[config.mk]
export PLATFORM = sky130hd
export DESIGN_NAME = decoder_scan_seq
export DESIGN_NICKNAME = d
export VERILOG_FILES = /design/src/rtl/decoder_scan_seq.sv
export SDC_FILE = /design/constraint.sdc
export NUM_CORES = 1
export LEC_CHECK = 0
export BUFFER_PORTS_ARGS = -buffer_cell sky130_fd_sc_hd__buf_4
export CAP_MARGIN = 20
export CORE_MARGIN = 2
export CORE_UTILIZATION = 50
export CTS_CLUSTER_DIAMETER = 40
export DETAILED_ROUTE_END_ITERATION = 8
export PLACE_DENSITY = 0.74
export SLEW_MARGIN = 20
export SYNTH_ARGS = -nofsm -noshare
export SYNTH_HDL_FRONTEND = slang
export SYNTH_SLANG_ARGS = --single-unit
export TNS_END_PERCENT = 20
[constraint.sdc]
create_clock -name clk -period 2 [get_ports clk]
set_input_delay 0.2 -clock clk [delete_from_list [all_inputs] [get_ports clk]]
set_output_delay 0.2 -clock clk [all_outputs]
set_load 0.1 [all_outputs]
[src/rtl/decoder_scan_seq.sv]
// decoder_scan_seq
// -----------------------------------------------------------------------------
// Registered scan sequencer for a 3-to-8 enabled decoder. When a start request
// is accepted, it drives the decoder select (addr) through codes 0..2^ADDR_W-1
// with the enable (en) high. Each code is held for dwell+1 cycles, so exactly
// one decoder output is active at any time. The controller sees busy while a
// scan runs and a one-cycle done pulse when a pass completes normally. An abort
// (stop) discards any partial pass.
//
// Optional build macro:
//   SCAN_CONT_EN - continuous mode. The scan wraps from the last code back to
//                  0 with no gap. done pulses on the first cycle of code 0
//                  after each wrap. Only stop or rst ends the scan.
//
// Ports:
//   clk    in   system clock, rising edge
//   rst    in   synchronous reset, active high
//   start  in   begin a scan (sampled only in IDLE)
//   stop   in   abort the scan (sampled in every state, wins over start)
//   dwell  in   hold count per code, captured when start is accepted
//   en     out  decoder enable
//   addr   out  decoder select
//   busy   out  high while scanning
//   done   out  one-cycle pulse on pass completion
// -----------------------------------------------------------------------------
module decoder_scan_seq #(
  parameter int DWELL_W = 4,
  parameter int ADDR_W  = 3
) (
  input  logic               clk,
  input  logic               rst,
  input  logic               start,
  input  logic               stop,
  input  logic [DWELL_W-1:0] dwell,
  output logic               en,
  output logic [ADDR_W-1:0]  addr,
  output logic               busy,
  output logic               done
);

  localparam logic ST_IDLE = 1'b0;
  localparam logic ST_SCAN = 1'b1;

  localparam logic [ADDR_W-1:0] ADDR_LAST = {ADDR_W{1'b1}};

  logic               state;
  logic [DWELL_W-1:0] dwell_cnt;
  logic [DWELL_W-1:0] dwell_cap;

  always_ff @(posedge clk) begin
    if (rst) begin
      state     <= ST_IDLE;
      dwell_cnt <= '0;
      dwell_cap <= '0;
      en        <= 1'b0;
      addr      <= '0;
      busy      <= 1'b0;
      done      <= 1'b0;
    end else begin
      // done is a pulse: it is only raised on the edge that completes a pass.
      done <= 1'b0;
      case (state)
        ST_IDLE: begin
          en   <= 1'b0;
          addr <= '0;
          busy <= 1'b0;
          if (start && !stop) begin
            dwell_cap <= dwell;
            dwell_cnt <= '0;
            state     <= ST_SCAN;
            en        <= 1'b1;
            busy      <= 1'b1;
          end
        end

        ST_SCAN: begin
          if (stop) begin
            state     <= ST_IDLE;
            dwell_cnt <= '0;
            en        <= 1'b0;
            addr      <= '0;
            busy      <= 1'b0;
          end else if (dwell_cnt == dwell_cap) begin
            // The current code has been held for dwell_cap+1 cycles.
            dwell_cnt <= '0;
            if (addr == ADDR_LAST) begin
              done <= 1'b1;
`ifdef SCAN_CONT_EN
              // Wrap with no en gap; stay busy until stop/rst.
              addr <= '0;
`else
              state <= ST_IDLE;
              en    <= 1'b0;
              addr  <= '0;
              busy  <= 1'b0;
`endif
            end else begin
              addr <= addr + 1'b1;
            end
          end else begin
            dwell_cnt <= dwell_cnt + 1'b1;
          end
        end

        default: begin
          state <= ST_IDLE;
          en    <= 1'b0;
          addr  <= '0;
          busy  <= 1'b0;
        end
      endcase
    end
  end

endmodule
## Yosys cells after proc, flatten, opt, wreduce, memory -nomap -nowiden

Index checks and enable logic that the tools add are counted.
W data, S select, Z words.

- Input port bits: 8
- Output and inout bits: 6
- Logic and storage cells: 38
- Register bits after elaboration: 14

- Add/subtract/negate cells: 2
- Bitwise gates (word level): 2
- Reductions and logical operators: 5
- Muxes and demuxes: 18
- Eq/ne operators: 5

Operators with widths:

| operator | count |
|---|---|
| $mux W4 | 3 |
| $mux W3 | 3 |
| $mux W1 | 8 |
| $pmux W4 S2 | 1 |
| $ne A3 B2 Y1 const B | 2 |
| $pmux W3 S2 | 1 |
| $add A4 B1 Y4 const B | 1 |
| $eq A4 B4 Y1 | 1 |
| $pmux W1 S2 | 2 |
| $reduce_and A2 Y1 | 2 |
| $reduce_or A4 Y1 | 1 |
| $add A3 B1 Y3 const B | 1 |
| $eq A3 B3 Y1 const B | 1 |
| $ne A2 B2 Y1 const B | 1 |
| $not A1 Y1 | 2 |
| $logic_and A1 B1 Y1 | 1 |
| $logic_not A1 Y1 | 1 |

## Longest topological paths before layout

Gate-level depths: netlist of run 1.

- Depth after elaboration: 5
- Mapped depth: 6
- Mapped depth without buffers: 5

## Least setup slack after synthesis of run 1

Ideal clock, no wire load.

- Path kind: register to register
- Start: register addr[0]
- End: register busy
- Stages on the path, launching flop included: 5
- Required time: 1.883 ns
- Path buffers: 0
- Data arrival time: 1.724 ns
- Setup slack: 0.159 ns
- Clock period less this slack: 1.841 ns
- Setup time: 0.117 ns
- Path through: dfxtp_1 ha_1 ha_1 nand2_2 a32o_1

- Longest elaborated chain between the ends: 3

RTL lines:

| what | RTL line | source |
|---|---|---|
| start: declaration | 36 | `output logic [ADDR_W-1:0] addr,` |
| start signal: assignment | 98 | `addr <= addr + 1'b1;` |
| $eq A3 B3 Y1 | 86 | `if (addr == ADDR_LAST) begin` |
| $ne A3 B2 Y1 (no line) | -- |  |
| $reduce_and A2 Y1 (no line) | -- |  |
| end signal: assignment | 82 | `busy <= 1'b0;` |
| end signal: assignment | 95 | `busy <= 1'b0;` |
| end signal: assignment | 109 | `busy <= 1'b0;` |
| end: declaration | 37 | `output logic busy,` |

No other way between the ends.
A chain may end at the register's enable or synchronous reset.

## Worst setup path in the final report of run 1

- Start: register dwell_cnt[1]
- End: register busy

- Longest elaborated chain between the ends: 3

RTL lines:

| what | RTL line | source |
|---|---|---|
| start: declaration | 47 | `logic [DWELL_W-1:0] dwell_cnt;` |
| start signal: assignment | 101 | `dwell_cnt <= dwell_cnt + 1'b1;` |
| $eq A4 B4 Y1 | 83 | `end else if (dwell_cnt == dwell_cap) begin` |
| $ne A3 B2 Y1 (no line) | -- |  |
| $reduce_and A2 Y1 (no line) | -- |  |

No other way between the ends.

==> results of run 1 <==
[synthesized netlist by cell type]
cell,number
dfxtp_1,14
o32a_2,1
clkbuf_1,3
nor2_1,13
buf_4,1
clkbuf_2,2
xor2_1,6
o2111ai_1,1
o21ai_0,2
nor4_4,1
ha_1,3
o31ai_1,1
a21oi_1,1
nand2_2,1
a22o_2,1
nor2b_1,2
nand2_1,1
nand3b_1,1
a32o_1,1
or3b_1,1
mux2i_1,7
nor3b_1,1
[cell families (layout without fill, tap and decap cells)]
logic type	Yosys count	in the layout	synth area share, %
AO/OA/AOI/OAI	8	8	9.653
adder cells (fa/ha/maj)	3	3	5.792
flip-flops	14	14	43.24
AND/OR/NAND/NOR	21	21	17.95
buffers and inverters	6	18	4.441
multiplexers	7	7	10.81
XOR/XNOR	6	6	8.108
[path summary, 6_finish.rpt]
check / start / endpoint / slack, ps / cells after the start
setup / recovery: dwell_cnt[1] / busy / 460 / 4
hold reg to reg: dwell_cnt[1] / dwell_cnt[1] / 500 / 2
setup reg to reg: dwell_cnt[1] / busy / 460 / 4
hold / removal: rst / dwell_cap[0] / 130 / 2
[stage by stage]
| stage | setup slack [ps] | hold slack, ps | total power [W] |
|---|---|---|---|
| floorplan | 158.8 | 347.2 | 0.0003617 |
| global placement | 515.1 | 427.9 | 0.0003797 |
| detailed placement | 462.0 | 429.7 | 0.0003810 |
| CTS | 451.3 | 124.0 | 0.0005829 |
| global route | 376.9 | 133.9 | 0.0005990 |
| finish | 460.3 | 129.6 | 0.0005766 |
[report_power, final]
group	internal (W)	switching, W	leakage, nW	total, W
clock network	0.000111	0.0000919	0.0210	0.000203
registers	0.000286	0.00000681	0.114	0.000292
logic	0.0000359	0.0000454	0.229	0.0000813
[worst max-delay path: stages, from the launching register on]
cell	delay, ps
dfxtp_1	350
xor2_1	190
nor4_4	500
nand2_2	130
a32o_1	270
[metal layers]
layer | GRT usage, % | part of all wire [%] | vias to the layer above
met5 | 0 | 0 | -
met4 | 7.759 | 2.5 | 0
met2 | 22.98 | 41 | 9
met1 | 23.34 | 51 | 221
met3 | 5.000 | 5.0 | 2
li1 | - | - | 246
[state kept, by name (all words and copies together), names as in the netlist]
register / cells
done: 1
busy: 1
dwell_cnt: 4
addr: 3
dwell_cap: 4
state: 1
[area by class of cell]
cell class | count | share of cell area [%]
clock buffer | 4 | 4.662
multi-input combinational | 45 | 43.57
sequential | 14 | 36.01
tap | 14 | 2.251
timing repair buffer | 14 | 13.50
==> flow_metrics.py, run 1 <==
metrics = {
    "sta": {
        "final.min_clock_period_ps": 1540,
        "fmax_mhz": 649.5,
        "drv_slew": 0,
        "timing.setup.tns_ps": 0,
        "tightest_slew_ps": 480.0,
        "setup_viol": 0,
        "rsz0062_at_grt": "no",
        "fin_skew_ps": 2.990,
        "finalHoldViolCount": 0,
        "maxSlewHeadroom_pct": 67.76,
        "fin_crit_sh_pct": 76.98,
    },
    "routing": {
        "viasPerCell": 5.253,
        "vias": 478,
        "first_iter_violations": 8,
        "ant_nets": 0,
        "wl_per_cell_um": 11.26,
        "drc": 0,
        "dr.pass1.iters": 4,
        "wl_um": 1025,
    },
    "synthesis": {
        "syn_area_um2": 648.1,
        "syn_inst": 65,
        "yosysUniqueCellTypes": 22,
        "avgSynthCellArea_um2": 9.971,
        "syn-num-nets": 76,
        "ys_ff_latch": 14,
        "ys_seq_area_share_pct": 43.24,
        "synth_warnings": 0,
        "synth_top_area_share_pct": 43.24,
        "synthTopCellsByArea": "dfxtp_1 43%, mux2i_1 11%, xor2_1 8.1%",
        "synth_top_cell_by_area": "dfxtp_1",
    },
    "cts": {
        "cts-resized-gates": 0,
        "cts_buffers": 3,
        "cts_tree": "done",
        "clkSlewWorstSetupHoldPaths_ps": 80,
        "cts_hold_buf": 0,
        "cts.sinks": 14,
        "cts_setup_buffers": 0,
        "ctsRootBufferMaster": "clkbuf_4",
        "worstSkewPairLatency_ps": 280,
        "cts.path.max_buffers": 2,
        "h-tree-depth": 1,
    },
    "power": {
        "ir_worst_vdd_uv": 508.5,
        "p_per_area_mw_per_mm2": 740.9,
        "total_leakage_power_nw": 0.3632,
    },
    "placed_design": {
        "dpl_cell_area_um2": 742.0,
        "port_buffers": 13,
        "placedCellCount": 87,
        "place.gp.congestion": 0.7117,
        "dpl.hpwl_um": 771.4,
    },
    "global_route": {
        "grt_usage_pct": 16.61,
        "grt_pass1_vias": 421,
        "grt_max_degree": 10,
        "antenna_found_initial": 0,
        "grt_overflow": 0,
        "grt_pass1_wl_um": 1738,
    },
    "die": {
        "start_util_pct": 56.06,
        "core-area_mm2": 0.001156,
        "dieArea_mm2": 0.001600,
        "rows": 12,
        "ios": 14,
        "die_w_um": 40.01,
        "die_h_um": 40.01,
    },
    "finish": {
        "nNetsFinal": 89,
        "fill_cells": 95,
        "final_cell_mix": "14 x dfxtp_1, 14 x buf_4, 13 x nor2_1",
        "drive_above_1_share_pct": 28.57,
        "finalNonFillerCells": 91,
        "register_area_um2": 280.3,
        "multi_input_area_um2": 339.1,
        "final_area_um2": 778.2,
        "final_util_pct": 67.32,
        "n_antenna_cell": 0,
        "syn2layout_area_growth_pct": 20.08,
    },
    "critical_path": {
        "worstSetupEndpointType": "flip-flop",
        "worst_ep_required_time_ps": 2180,
        "crit_fanout": 6,
        "critPathLaunchType": "flip-flop",
        "worstSetupPathType": "reg2reg",
        "worstPathArrival_ps": 1720,
    },
    "run_status": {
        "status": "finished clean",
    },
    "min_path": {
        "hold_class": "in2reg",
    },
    "flow_run": {
        "cap_violations": 0,
    },
}
Note: power is estimated with default switching activity, not from simulation.
==> run 2: changes to the inputs <==
==> constraint.sdc (replaced) <==
create_clock -name clk -period 1.5 [get_ports clk]
set_input_delay 0.15 -clock clk [delete_from_list [all_inputs] [get_ports clk]]
set_output_delay 0.15 -clock clk [all_outputs]
set_load 0.1 [all_outputs]
==> run 2 against run 1 <==
Against the previous run:
- global-route usage rose by 1.7 points
- fmax rose by 5.6%
- design area up 5.0%
- sequential power grew 33%
- clock skew down 2.4 ps
- hold slack worse by 36 ps
- die area did not move
- non-clock buffer count up 4
- final cell count increased by 4.4%
- sequential cell count is the same
- wire length up 23%
==> flow_metrics.py, run 2 (same netlist as run 1, synthesis figures left out) <==
metrics = {
    "die": {
        "start_util_pct": 56.06,
        "die_h_um": 40.01,
        "core-area_mm2": 0.001156,
        "dieArea_mm2": 0.001600,
        "rows": 12,
        "die_w_um": 40.01,
        "ios": 14,
    },
    "critical_path": {
        "cpPeakStageDelay_ps": 350,
        "worst_ep_required_time_ps": 1670,
        "path_buf_inv": 1,
        "critPathLaunchType": "flip-flop",
        "crit_fanout": 4,
        "slowest_stage": "nor4_4",
        "worstSetupPathType": "reg2reg",
        "path_delay_family": "simple AND/OR/NAND/NOR gates",
        "worstSetupEndpointType": "flip-flop",
        "timing.critical_path.cells": "xor2_1 > nor4_4 > buf_4 > mux2i_2 > nor2_1",
        "worstPathArrival_ps": 1630,
    },
    "finish": {
        "final_cell_mix": "18 x buf_4, 13 x nor2_1, 10 x dfxtp_1",
        "syn2layout_area_growth_pct": 26.06,
        "reg_top3": "dwell_cap (4), dwell_cnt (4), addr (3)",
        "mostFrequentLayoutCell": "buf_4",
        "nNetsFinal": 93,
        "multi_input_area_um2": 342.8,
        "register_area_um2": 285.3,
        "fill_cells": 94,
        "drive_above_1_share_pct": 38.27,
        "n_antenna_cell": 0,
    },
    "power": {
        "p_seq_share_pct": 49.4,
        "p_clk_share_pct": 34.5,
        "internal-power_w": 0.0005866,
        "p_switching_w": 0.0001984,
        "p_per_area_mw_per_mm2": 960.7,
        "power_frac_comb_pct": 16.1,
        "total_leakage_power_nw": 0.3825,
        "power.share.switching_pct": 25.27,
        "ir_worst_vdd_uv": 581.7,
    },
    "sta": {
        "final.min_clock_period_ps": 1459,
        "finalHoldViolCount": 0,
        "fin_skew_ps": 0.6148,
        "tightest_slew_ps": 440.7,
        "drv_slew": 0,
        "fmax_mhz": 685.6,
        "layout_setup_ws_ps": 41.44,
        "maxSlewHeadroom_pct": 70.56,
        "rsz0062_at_grt": "yes",
        "fin_crit_sh_pct": 97.24,
        "timing.setup.tns_ps": 0,
        "setup_viol": 0,
    },
    "routing": {
        "ant_nets": 0,
        "drc": 0,
        "vias": 486,
        "wl_per_cell_um": 13.24,
        "viasPerCell": 5.116,
        "wl_um": 1258,
        "dr.pass1.iters": 4,
        "first_iter_violations": 6,
    },
    "cts": {
        "cts_tree": "done",
        "h-tree-depth": 1,
        "cts_buffers": 3,
        "clkSlewWorstSetupHoldPaths_ps": 90,
        "cts.sinks": 14,
        "cts.path.max_buffers": 2,
        "worstSkewPairLatency_ps": 280,
        "ctsRootBufferMaster": "clkbuf_4",
    },
    "global_route": {
        "grt_usage_pct": 18.34,
        "grt_pass1_wl_um": 1863,
        "antenna_found_initial": 0,
        "grt_max_degree": 9,
        "grt_overflow": 0,
        "grt_pass1_vias": 429,
    },
    "flow_run": {
        "cap_violations": 0,
    },
    "placed_design": {
        "place.gp.congestion": 0.7101,
        "dpl.hpwl_um": 882.6,
        "dp_slack_ps": 73.19,
        "port_buffers": 13,
    },
    "min_path": {
        "hold_class": "in2reg",
    },
    "run_status": {
        "status": "finished clean",
    },
}
run 2: cell count changes in the layout (fill, tap and decap cells not counted), sizes merged:
cell / previous run / this run
buf: 14 / 18
run 2: path summary, 6_finish.rpt:
| path | start | to | slack [ps] | depth (start not counted) |
|---|---|---|---|---|
| worst min register to register | dwell_cnt[1] | dwell_cnt[1] | 510 | 2 |
| worst max-delay path | dwell_cnt[2] | addr[0] | 40 | 5 |
| worst max register to register | dwell_cnt[2] | addr[0] | 40 | 5 |
| worst min-delay path | rst | dwell_cap[0] | 90 | 2 |
run 2: worst register-to-register path: cells and delay by family (launching register included):
family,cells,cell delay (ps)
xor+xnor,1,180
flops,1,340
mux,1,210
buf+inv,1,210
simple gates,2,400
run 2: final cells by class:
class                      instances  area share [%]
tap                               14           2.144
sequential                        14           34.92
clock buffer                       4           4.441
multi-input combinational         45           41.96
timing repair buffer              18           16.54
run 2: through the flow:
stage | hold WS [ps] | utilization, % | instances | cell area (µm²) | total power, W
after floorplan | 297.2 | - | 65 | 651.9 | 0.0004824
after detailed placement | 388.0 | 66.45 | 90 | 768.2 | 0.0005174
after global routing | 80.50 | 70.67 | 95 | 817.0 | 0.0008227
final | 93.94 | 70.67 | 95 | 817.0 | 0.0007849
after global placement | 380.4 | 66.45 | 90 | 768.2 | 0.0005156
after CTS | 78.76 | 69.59 | 94 | 804.5 | 0.0007923
run 2: timing repair:
item / in CTS / in global routing
hold endpoints to repair: 0 / 0
setup endpoints to repair: 0 / 3
resized for setup: 0 / 2
hold buffers: 0 / 0
setup buffers: 0 / 1
run 2: power groups by stage:
stage / Combinational [W] / Clock (W) / Sequential [W]
floorplan: 0.0000745 / 0 / 0.000408
global placement: 0.000120 / 0 / 0.000396
detailed placement: 0.000121 / 0 / 0.000396
CTS: 0.000122 / 0.000283 / 0.000388
global route: 0.000134 / 0.000300 / 0.000389
finish: 0.000126 / 0.000271 / 0.000388
run 2: layer usage:
layer	vias to the layer above	GRT usage (%)	share of wire, %
met2	10	27.82	47
li1	256	-	-
met1	218	23.26	47
met5	-	0	0
met3	2	3.333	4.4
met4	0	12.93	0.79
